===== src/rtl/gtech_fjk_bank.sv =====
// gtech_fjk_bank
//   A bank of WIDTH JK flip-flops sharing one clock, with a synchronous
//   reset, a parallel load and four per-edge operating modes.
//
//   Parameters
//     WIDTH      number of channels (1..32)
//     RESET_VAL  value Q takes when CD is sampled high
//
//   Ports
//     CP    clock; every state update happens on its rising edge
//     CD    synchronous active-high reset (highest priority)
//     EN    update enable for the JK / toggle / count modes
//     MODE  00 JK, 01 toggle, 10 count up, 11 count down
//     J, K  per-channel JK inputs (J doubles as T in toggle mode)
//     LD    parallel load strobe, beats EN
//     D     parallel load data
//     Q     registered state, QN its inverse
//     TC    combinational terminal count for the active count direction
//     CHG   registered flag: Q changed on the previous edge
module gtech_fjk_bank #(
    parameter int               WIDTH     = 8,
    parameter logic [WIDTH-1:0] RESET_VAL = '0
) (
    input  logic             CP,
    input  logic             CD,
    input  logic             EN,
    input  logic [1:0]       MODE,
    input  logic [WIDTH-1:0] J,
    input  logic [WIDTH-1:0] K,
    input  logic             LD,
    input  logic [WIDTH-1:0] D,
    output logic [WIDTH-1:0] Q,
    output logic [WIDTH-1:0] QN,
    output logic             TC,
    output logic             CHG
);

    localparam logic [1:0] MODE_JK   = 2'b00;
    localparam logic [1:0] MODE_T    = 2'b01;
    localparam logic [1:0] MODE_UP   = 2'b10;
    localparam logic [1:0] MODE_DOWN = 2'b11;

    logic [WIDTH-1:0] q_q, q_d;
    logic             chg_q, chg_d;

    logic [WIDTH-1:0] low_mask;
    logic [WIDTH-1:0] up_t, dn_t;
    logic [WIDTH-1:0] j_eff, k_eff;
    logic [WIDTH-1:0] jk_next;

    // Every mode is reduced to an effective J/K pair per bit, so all four
    // modes go through the same JK next-state equation. The counters are a
    // synchronous cascade: bit i toggles when every bit below it is 1 (up)
    // or 0 (down); the lower-bit test is a masked reduction rather than a
    // ripple chain so no bit depends on a neighbour's toggle term.
    always_comb begin
        low_mask = '0;
        up_t     = '0;
        dn_t     = '0;
        j_eff    = '0;
        k_eff    = '0;
        jk_next  = '0;
        for (int i = 0; i < WIDTH; i++) begin
            low_mask = (WIDTH'(1) << i) - WIDTH'(1);
            up_t[i]  = &(q_q | ~low_mask);
            dn_t[i]  = ~|(q_q & low_mask);
            case (MODE)
                MODE_JK: begin
                    j_eff[i] = J[i];
                    k_eff[i] = K[i];
                end
                MODE_T: begin
                    j_eff[i] = J[i];
                    k_eff[i] = J[i];
                end
                MODE_UP: begin
                    j_eff[i] = up_t[i];
                    k_eff[i] = up_t[i];
                end
                default: begin
                    j_eff[i] = dn_t[i];
                    k_eff[i] = dn_t[i];
                end
            endcase
            jk_next[i] = (j_eff[i] & ~q_q[i]) | (~k_eff[i] & q_q[i]);
        end
    end

    // Load beats enable; reset is applied in the register itself.
    always_comb begin
        q_d = q_q;
        if (LD) begin
            q_d = D;
        end else if (EN) begin
            q_d = jk_next;
        end
        chg_d = (q_d != q_q);
    end

    always_ff @(posedge CP) begin
        if (CD) begin
            q_q   <= RESET_VAL;
            chg_q <= (q_q != RESET_VAL);
        end else begin
            q_q   <= q_d;
            chg_q <= chg_d;
        end
    end

    // TC looks only at EN, MODE and Q so that a pending load or reset does
    // not mask it.
    always_comb begin
        TC = 1'b0;
        if (EN) begin
            if (MODE == MODE_UP) begin
                TC = &q_q;
            end else if (MODE == MODE_DOWN) begin
                TC = ~|q_q;
            end
        end
    end

    assign Q   = q_q;
    assign QN  = ~q_q;
    assign CHG = chg_q;

endmodule


===== config.mk =====
export PLATFORM = sky130hd
export DESIGN_NAME = gtech_fjk_bank
export DESIGN_NICKNAME = d
export VERILOG_FILES = /design/src/rtl/gtech_fjk_bank.sv
export SDC_FILE = /design/constraint.sdc
export NUM_CORES = 1
export LEC_CHECK = 0
export CORE_UTILIZATION = 43
export CTS_BUF_LIST = sky130_fd_sc_hd__clkbuf_16
export DETAILED_ROUTE_END_ITERATION = 8
export PLACE_DENSITY = 0.91
export SYNTH_ARGS = -nofsm -noshare
export SYNTH_HDL_FRONTEND = slang
export SYNTH_SLANG_ARGS = --single-unit

===== constraint.sdc =====
create_clock -name CP -period 1.8 [get_ports CP]
set_input_delay 0.36 -clock CP [delete_from_list [all_inputs] [get_ports CP]]
set_output_delay 0.36 -clock CP [all_outputs]
set_load 0.02 [all_outputs]

# Word-level counts from Yosys, hierarchy flattened
# Cells that the tools add are included.
word_totals:
  regBits: 9
  inputBits: 30
  out_inout_bits: 18
op_classes:
  n_eq_ne: 4
  n_mux: 22
  bitwise_logic: 41
  reduce_logical: 25
op_table:
  columns: ["cell", "count"]
  rows:
  - ["case mux 1 bit (3 select lines)", 7]
  - ["bitwise AND 1 bit", 16]
  - ["two-way mux 8 bit", 2]
  - ["NOT 1 bit", 16]
  - ["case mux 1 bit (2 select lines)", 8]
  - ["zero test 1 bit", 8]
  - ["!= test 8 bit", 1]
  - ["NOT 8 bit", 1]
  - ["bitwise OR 1 bit", 8]
  - ["AND reduction 8 bit", 1]
  - ["nonzero test 8 bit", 1]
  - ["OR reduction 8 bit", 1]
  - ["AND reduction 7 bit", 1]
  - ["OR reduction 7 bit", 1]
  - ["AND reduction 6 bit", 1]
  - ["OR reduction 6 bit", 1]
  - ["two-way mux 1 bit", 5]
  - ["AND reduction 5 bit", 1]
  - ["OR reduction 5 bit", 1]
  - ["equality test 2 bit, second input constant", 2]
  - ["AND reduction 4 bit", 1]
  - ["OR reduction 2 bit", 2]
  - ["OR reduction 4 bit", 1]
  - ["AND reduction 3 bit", 1]
  - ["4 further kinds", 4]

# Longest topological paths before layout
# Gate-level depths: netlist of run 1.
logic_depth:
  depth_word: 10
  depth_mapped: 7
  depth_no_buf: 5

# Least setup slack after synthesis of run 1
# Ideal clock, no wire load.
synth_timing:
  path_type: "register to output"
  start: "register q_q[1] (netlist: Q[1])"
  end: "output port TC"
  arrival_time_ns: 1.543
  setup_slack_ns: -0.103
  path_stages_with_launch: 7
  path_buffers: 1
  path_cell_list: "dfxtp_1 > buf_2 > and4b_4 > nand3_1 > nor3_1 > a21oi_1 > nor2b_1"
synth_between:
  elab_chain_len: 5
  word_cells_on_any_way: 6
  classes_between: "mux: 3; reduce/logical: 3"
synth_lines:
  columns: ["element", "line", "text"]
  rows:
  - ["start, declared", "43", "logic [WIDTH-1:0] q_q, q_d;"]
  - ["start signal, assigned", "105", "q_q <= q_d;"]
  - ["OR reduction 8 bit", "118", "TC = ~|q_q;"]
  - ["zero test 1 bit", "118", null]
  - ["two-way mux 1 bit", "117", "end else if (MODE == MODE_DOWN) begin"]
  - ["two-way mux 1 bit *", "115", "if (MODE == MODE_UP) begin"]
  - ["two-way mux 1 bit *", "114", "if (EN) begin"]
  - ["end, declared", "34", "output logic TC,"]
# Every way passes the cells marked *; elsewhere a longest branch is shown, timed or not.

# Worst setup path after layout of run 1
layout_timing:
  start: "register q_q[2] (netlist: Q[2])"
  end: "output port TC"
# Same word-level chain as after synthesis.

==> flow_summary_export.csv, run 1 <==
group,metric,value,unit
global_route,antenna_found_initial,0,
routing,route.detailed.vias_per_inst,6.57,
synthesis,synth-warning-count,0,
synthesis,synth_flop_cell,"sky130_fd_sc_hd__dfxtp_1",
floorplanning,placementRows,18,
cells_and_area,register_area,186,sq um
routing,drt_iter0_drc,108,
cells_and_area,multiInputGateArea,963,sq um
outcome,violations,"negative setup slack",
critical_path,critPathKind,"register to primary output",
routing,detail_route.wl_per_cell,20.2,um
job,max_cap_violations,0,
timing,achievable-frequency,540,MHz
synthesis,ys_async_sr_fraction,0,%
synthesis,post_synth.cell_area_avg,7.30,sq um
synthesis,synth-edff-count,0,
timing,skew,2.81,ps
timing,worst_slack,-51.7,ps
synthesis,synthCells,162,
critical_path,crit_fanout,3,
cells_and_area,stdcell_area,0.00215,sq mm
critical_path,crit-reg2reg-launch,"Q[0]",
synthesis,dominant_combinational_cell_family_by_area_after_synthesis,"compound AO/OA/AOI/OAI gates",
floorplanning,die_area,0.00296,sq mm
timing,finalHoldViolations,0,
routing,via_count,1813,
floorplanning,core_area,0.00254,sq mm
cells_and_area,antenna_cells_inserted,0,
clock_network,cts_hold_repair.buffers,0,
floorplanning,die_w,54.4,um
routing,drt_pass1_iterations,4,
critical_path,endpoint_kind,"primary output",
cells_and_area,fill_cells,135,
clock_network,clock-sinks,9,
critical_path,worst_flop_to_flop_path_endpoint,"CHG",
synthesis,synthMuxAreaShare,11.1,%
timing,rsz_0062_raised_after_global_routing,"yes",
critical_path,crit_end,"TC",
critical_path,timing.critical_path.from_type,"register",
global_route,grt.total_usage,38.0,%
synthesis,synth_common_cells,"sky130_fd_sc_hd__a21oi_1, sky130_fd_sc_hd__inv_1, sky130_fd_sc_hd__nand2_1, sky130_fd_sc_hd__nor2b_1",
global_route,first_global_vias,1730,
floorplanning,start_util,46.5,%
critical_path,crit_arrival,1490,ps
clock_network,clkTransAtPathRegs,40,ps
synthesis,adder_cell_share_of_the_synthesized_area,0,%
clock_network,cts_inserted_buffers,3,
floorplanning,floorplan.die.height,54.4,um
synthesis,synth_most_common_cell,"sky130_fd_sc_hd__a21oi_1",
clock_network,clkLatencyLatePin,250,ps
synthesis,post_synth_top_area_share,15.2,%
place,gpl.final_weighted_congestion,1.02,
critical_path,critPathRequiredTime,1440,ps
global_route,pin_count_of_the_biggest_net_entering_global_routing,17,
place,detailedPlacementHpwl,3.63,mm
timing,hold_ws,609,ps
synthesis,ys_seq_elements,9,
clock_network,htreeDepth,1,
synthesis,synth_simple_gate_area_share,27.3,%
synthesis,synth_xor_xnor_area_share,2.96,%
power_and_ir_drop,ir_drop,0.000985,V
synthesis,synth_sequential_area_ratio,15.2,%
outcome,result_of_the_run,"finished, violations left",
timing,period_share,103,%
routing,finalWirelength,5.57,mm
timing,timing.slew.headroom,79.7,%
timing,slew_viol_final,0,
floorplanning,io-pin-count,48,
cells_and_area,layout-drive-gt1-share,32.9,%
critical_path,r2r_cells,7,
synthesis,yosys.cell_types.count,52,
place,pre_cts_slack,-773,ps
power_and_ir_drop,leakagePower,0.928,nW
synthesis,synth_compound_gate_area_share,33.4,%
routing,route.detailed.drc,0,
timing,final-setup-viol-count,1,
clock_network,clock_tree_from_tritoncts,"done",
routing,antenna_left,0,
clock_network,clock_tree.buffer_depth,2,
cells_and_area,nets,277,
synthesis,syn_area,0.00118,sq mm
worst_hold_path,hp-class,"input port to register",
timing,timing.final.crit_period,1850,ps
place,placement.io_buffers,47,
synthesis,number_of_nets_in_the_synthesized_netlist,192,
clock_network,cts_root_buf,"sky130_fd_sc_hd__clkbuf_16",
timing,timing.setup.tns,-51.7,ps
place,placed_inst_area,0.00194,sq mm
critical_path,timing.reg2reg.setup_slack,30,ps
synthesis,ys_top_cells_by_area,"sky130_fd_sc_hd__dfxtp_1, sky130_fd_sc_hd__a21oi_1, sky130_fd_sc_hd__nor2b_1",
global_route,grt_first_pass_wirelength,7.87,mm
timing,timing_worst_slew_pin_value,303,ps
synthesis,post-synth-top-area-cell,"sky130_fd_sc_hd__dfxtp_1",
global_route,grt_overflow_total,0,
cells_and_area,layout-area-overhead-vs-synth,81.6,%
power_and_ir_drop,power_density,572,mW/mm^2
critical_path,worst_setup_path_startpoint,"Q[2]",
-- worst max-delay path, stage by stage, from the launching register on --
cell                      delay (ps)
sky130_fd_sc_hd__dfxtp_2         350
sky130_fd_sc_hd__nor3_2          270
sky130_fd_sc_hd__nand3_1         170
sky130_fd_sc_hd__inv_1           120
sky130_fd_sc_hd__a21oi_1          80
sky130_fd_sc_hd__nor2b_2         130
sky130_fd_sc_hd__buf_6           120
-- metrics by stage --
| stage | power (mW) | util [%] | instances |
|---|---|---|---|
| after floorplan | 0.482 | - | 162 |
| after global placement | 0.727 | 76.1 | 268 |
| after detailed placement | 0.747 | 76.1 | 268 |
| after CTS | 1.18 | 81.4 | 273 |
| after global routing | 1.27 | 84.4 | 276 |
| final | 1.23 | 84.4 | 276 |
-- area by class of cell --
| type | count | share of cell area [%] |
|---|---|---|
| multi-input cells | 128 | 44.9 |
| repair buffers | 93 | 38.9 |
| flip-flops and latches | 9 | 8.68 |
| clock buffers | 3 | 3.50 |
| inverters | 12 | 2.10 |
| well taps | 30 | 1.75 |
| clock inverters | 1 | 0.175 |
-- kinds of logic after synthesis --
group / count (synthesis)
AO/OA/AOI/OAI: 57
AND/OR/NAND/NOR: 56
buffers and inverters: 25
multiplexers: 11
flip-flops: 9
XOR/XNOR: 4
-- routing by layer --
layer  global-route usage, %  part of all wire, %
met4                    26.1                  5.6
met5                       0                    0
met3                    11.1                   11
met1                    41.4                   36
met2                    62.8                   47
-- what timing repair did --
| action | 4_1_cts | 5_1_grt |
|---|---|---|
| endpoints found under the setup margin | 13 | 9 |
| gates resized for setup | 35 | 18 |
| pin swaps | 7 | 4 |
| buffers inserted | 1 | 3 |
-- worst min-delay path by stage --
| stage | from | end | slack [ps] | cells after the start |
|---|---|---|---|---|
| after floorplan | D[1] | Q[1] | 500 | 2 |
| after global placement | Q[7] | Q[7] | 590 | 3 |
| after detailed placement | Q[7] | Q[7] | 620 | 3 |
| after CTS | Q[7] | Q[7] | 690 | 3 |
| after global routing | LD | Q[3] | 620 | 4 |
| final | LD | Q[3] | 610 | 4 |
-- power by group --
group,internal (mW),switching [mW]
registers,0.219,0.0215
clock network,0.293,0.126
logic,0.289,0.279
-- flip-flops by register name, summed over array words and instances, names as in the netlist --
register and cells:
Q 8, CHG 1
-- placed cells by master (no fill, tap or decap), types with 6 or more instances in the layout --
cell type,synthesis,routed
sky130_fd_sc_hd__mux2i_1,6,6
sky130_fd_sc_hd__inv_1,11,12
sky130_fd_sc_hd__o21ai_0,9,7
sky130_fd_sc_hd__buf_4,1,42
sky130_fd_sc_hd__a21oi_1,14,14
sky130_fd_sc_hd__clkdlybuf4s50_1,0,35
sky130_fd_sc_hd__nand3_1,9,7
sky130_fd_sc_hd__a31oi_1,6,6
sky130_fd_sc_hd__nor2b_1,11,7
sky130_fd_sc_hd__nand2_1,11,10
Note: power is estimated with default switching activity, not from simulation.
==> run 2: changes to the inputs <==
--- a/config.mk
+++ b/config.mk
@@ -5,10 +5,11 @@
 export SDC_FILE = /design/constraint.sdc
 export NUM_CORES = 1
 export LEC_CHECK = 0
-export CORE_UTILIZATION = 43
+export CORE_ASPECT_RATIO = 0.75
+export CORE_UTILIZATION = 40
 export CTS_BUF_LIST = sky130_fd_sc_hd__clkbuf_16
 export DETAILED_ROUTE_END_ITERATION = 8
-export PLACE_DENSITY = 0.91
+export PLACE_DENSITY = 0.86
 export SYNTH_ARGS = -nofsm -noshare
 export SYNTH_HDL_FRONTEND = slang
 export SYNTH_SLANG_ARGS = --single-unit
==> run 2 against run 1 <==
Compared with the run above:
- the flow still finishes with violations (negative setup slack)
- wire length shrank 13%
- first-iteration DRC count up 79%
- sequential cell count stayed put
- global-route usage is 5.3 points lower
- design area fell by 1.5%
- clock skew about the same
- core utilization decreased by 6.1 points
- sequential power about the same
- non-clock buffer count unchanged
- final cell count increased by 2.2%
- register-to-register slack gained 20 ps
- clock power decreased by 5%
- critical endpoint unchanged
- largest cell class unchanged
- highest routed layer unchanged
==> flow_summary_export.csv, run 2 (synthesized netlist as in run 1, its figures left out) <==
group,metric,value,unit
outcome,result_of_the_run,"finished, violations left",
outcome,violations,"negative setup slack",
clock_network,clock-sinks,9,
timing,skew,2.35,ps
critical_path,timing.critical_path.cells,"and4b_4, nand3_4, nor3_4, a21oi_2, nor2b_2, buf_6",
timing,timing.slew.headroom,77.4,%
critical_path,worst_setup_path_startpoint,"Q[1]",
routing,detail_route.wl_per_cell,17.2,um
floorplanning,io-pin-count,48,
critical_path,crit_fanout,3,
critical_path,crit_arrival,1510,ps
global_route,first_global_vias,1654,
floorplanning,floorplan.die.height,49.1,um
timing,timing_worst_slew_pin_value,336,ps
routing,route.detailed.drc,0,
floorplanning,die_w,64.8,um
clock_network,clkTransAtPathRegs,40,ps
floorplanning,placementRows,16,
critical_path,critical-path-top-delay-family,"simple AND/OR/NAND/NOR gates",
clock_network,cts_root_buf,"sky130_fd_sc_hd__clkbuf_16",
critical_path,r2r_cells,6,
timing,rsz_0062_raised_after_global_routing,"yes",
cells_and_area,stdcell_area,0.00212,sq mm
timing,worst_slack,-68.3,ps
power_and_ir_drop,ir_drop,0.000380,V
timing,slew_viol_final,0,
timing,finalHoldViolations,0,
routing,route.detailed.vias_per_inst,5.90,
clock_network,clkLatencyLatePin,240,ps
cells_and_area,largest_register_ff_count,8,
routing,via_count,1663,
place,gpl.final_weighted_congestion,0.925,
critical_path,crit_end,"TC",
floorplanning,start_util,43.8,%
critical_path,cpPeakStageDelay,350,ps
routing,finalWirelength,4.86,mm
critical_path,critPathRequiredTime,1440,ps
clock_network,clock_tree_from_tritoncts,"done",
critical_path,worst_flop_to_flop_path_endpoint,"CHG",
cells_and_area,most_common_cell_after_layout_fill_and_taps_aside,"sky130_fd_sc_hd__buf_4",
floorplanning,die_area,0.00318,sq mm
critical_path,timing.reg2reg.setup_slack,50,ps
routing,antenna_left,0,
critical_path,timing.critical_path.slowest_stage_cell,"sky130_fd_sc_hd__dfxtp_2",
job,max_cap_violations,0,
cells_and_area,utilization,78.3,%
critical_path,path_buf_inv,1,
clock_network,cts_inserted_buffers,3,
routing,drt_iter0_drc,193,
clock_network,htreeDepth,1,
place,placed_inst_area,0.00197,sq mm
power_and_ir_drop,power_density,556,mW/mm^2
critical_path,crit-reg2reg-launch,"Q[5]",
critical_path,critPathKind,"register to primary output",
cells_and_area,nets,277,
floorplanning,core_area,0.00270,sq mm
timing,achievable-frequency,535,MHz
cells_and_area,layout-drive-gt1-share,30.5,%
global_route,grt_overflow_total,0,
power_and_ir_drop,leakagePower,0.921,nW
critical_path,endpoint_kind,"primary output",
clock_network,cts_hold_repair.buffers,0,
routing,drt_pass1_iterations,4,
critical_path,timing.critical_path.from_type,"register",
global_route,antenna_found_initial,0,
timing,final-setup-viol-count,1,
global_route,pin_count_of_the_biggest_net_entering_global_routing,17,
cells_and_area,layout-area-overhead-vs-synth,78.9,%
cells_and_area,antenna_cells_inserted,0,
cells_and_area,most-common-layout-cells,"sky130_fd_sc_hd__buf_4, sky130_fd_sc_hd__clkdlybuf4s50_1, sky130_fd_sc_hd__a21oi_1, sky130_fd_sc_hd__inv_1, sky130_fd_sc_hd__nand2_1",
timing,timing.final.crit_period,1870,ps
global_route,grt.total_usage,32.7,%
critical_path,depth_of_the_critical_timing_path_with_buffers_and_inverters_included,6,
place,detailedPlacementHpwl,3.47,mm
worst_hold_path,hp-class,"input port to register",
global_route,grt_first_pass_wirelength,7.87,mm
clock_network,clock_tree.buffer_depth,2,
timing,period_share,104,%
place,placement.io_buffers,47,
[run 2: cell types whose count changed in the layout (fill, tap and decap cells not counted), moves of 2 or more]
cell / previous run / this run
sky130_fd_sc_hd__clkbuf_2: 0 / 3
sky130_fd_sc_hd__o21ai_1: 2 / 0
sky130_fd_sc_hd__dlygate4sd2_1: 5 / 3
sky130_fd_sc_hd__nor2b_2: 4 / 2
sky130_fd_sc_hd__or2_2: 0 / 2
sky130_fd_sc_hd__or2_4: 2 / 0
sky130_fd_sc_hd__nor2b_1: 7 / 9
[run 2: routing by layer]
metal  wire (um)  vias up  GRT usage (%)
met5           0        -              0
met4         151        0           12.2
met3         464       16           7.94
li1            -      783              -
met1        2070      759           40.6
met2        2180      105           54.2
[run 2: worst min-delay path by stage]
stage                       to  depth (start not counted)  slack, ps  start
final                     Q[6]                          3        500     EN
after global routing      Q[6]                          3        520     EN
after CTS                 Q[7]                          3        610   Q[7]
after detailed placement  Q[7]                          3        610   Q[7]
after global placement    Q[7]                          3        600   Q[7]
after floorplan           Q[1]                          2        500   D[1]
[run 2: power by group]
group	leakage, nW	internal [mW]	total (mW)	switching [mW]
Clock	0.0423	0.291	0.400	0.109
Sequential	0.0760	0.219	0.238	0.0190
Combinational	0.803	0.281	0.538	0.257
Total	0.921	0.791	1.18	0.385
[run 2: layout make-up]
type / count / area, sq um
Fill cell: 200 / 587
Sequential cell: 9 / 185
Multi-Input combinational cell: 128 / 938
Clock buffer: 3 / 75.1
Inverter: 12 / 45.0
Clock inverter: 1 / 3.75
Timing Repair Buffer: 93 / 823
Tap cell: 36 / 45.0
[run 2: repair_timing]
item | 4_1_cts | 5_1_grt
gates resized for setup | 25 | 17
setup buffers | 1 | 0
setup endpoints to repair | 11 | 7
pin swaps | 3 | 6
[run 2: worst register-to-register path: cells and delay by family (launching register included)]
kind / cells / cell delay [ps]
muxes: 1 / 340
buffers and inverters: 1 / 140
AOI/OAI and AO/OA: 3 / 620
and+or+nand+nor: 1 / 140
DFF: 1 / 390
[run 2: metrics by stage]
stage | hold WS, ps | power (mW) | setup slack, ps | TNS (ps) | cells
global placement | 598 | 0.737 | -726 | -3350 | 277
detailed placement | 609 | 0.748 | -754 | -3740 | 277
global route | 517 | 1.22 | -95.1 | -108 | 282
CTS | 615 | 1.15 | -12.3 | -18.0 | 282
floorplan | 505 | 0.482 | 12.2 | 0 | 162
finish | 504 | 1.18 | -68.3 | -68.3 | 282
==> run 3: changes to the inputs <==
--- a/config.mk
+++ b/config.mk
@@ -5,6 +5,7 @@
 export SDC_FILE = /design/constraint.sdc
 export NUM_CORES = 1
 export LEC_CHECK = 0
+export ABC_CLOCK_PERIOD_IN_PS = 1800
 export CORE_ASPECT_RATIO = 0.75
 export CORE_UTILIZATION = 40
 export CTS_BUF_LIST = sky130_fd_sc_hd__clkbuf_16
==> results of run 3 <==
Same layout as run 2: the final DEF is identical, and so are final timing and power.
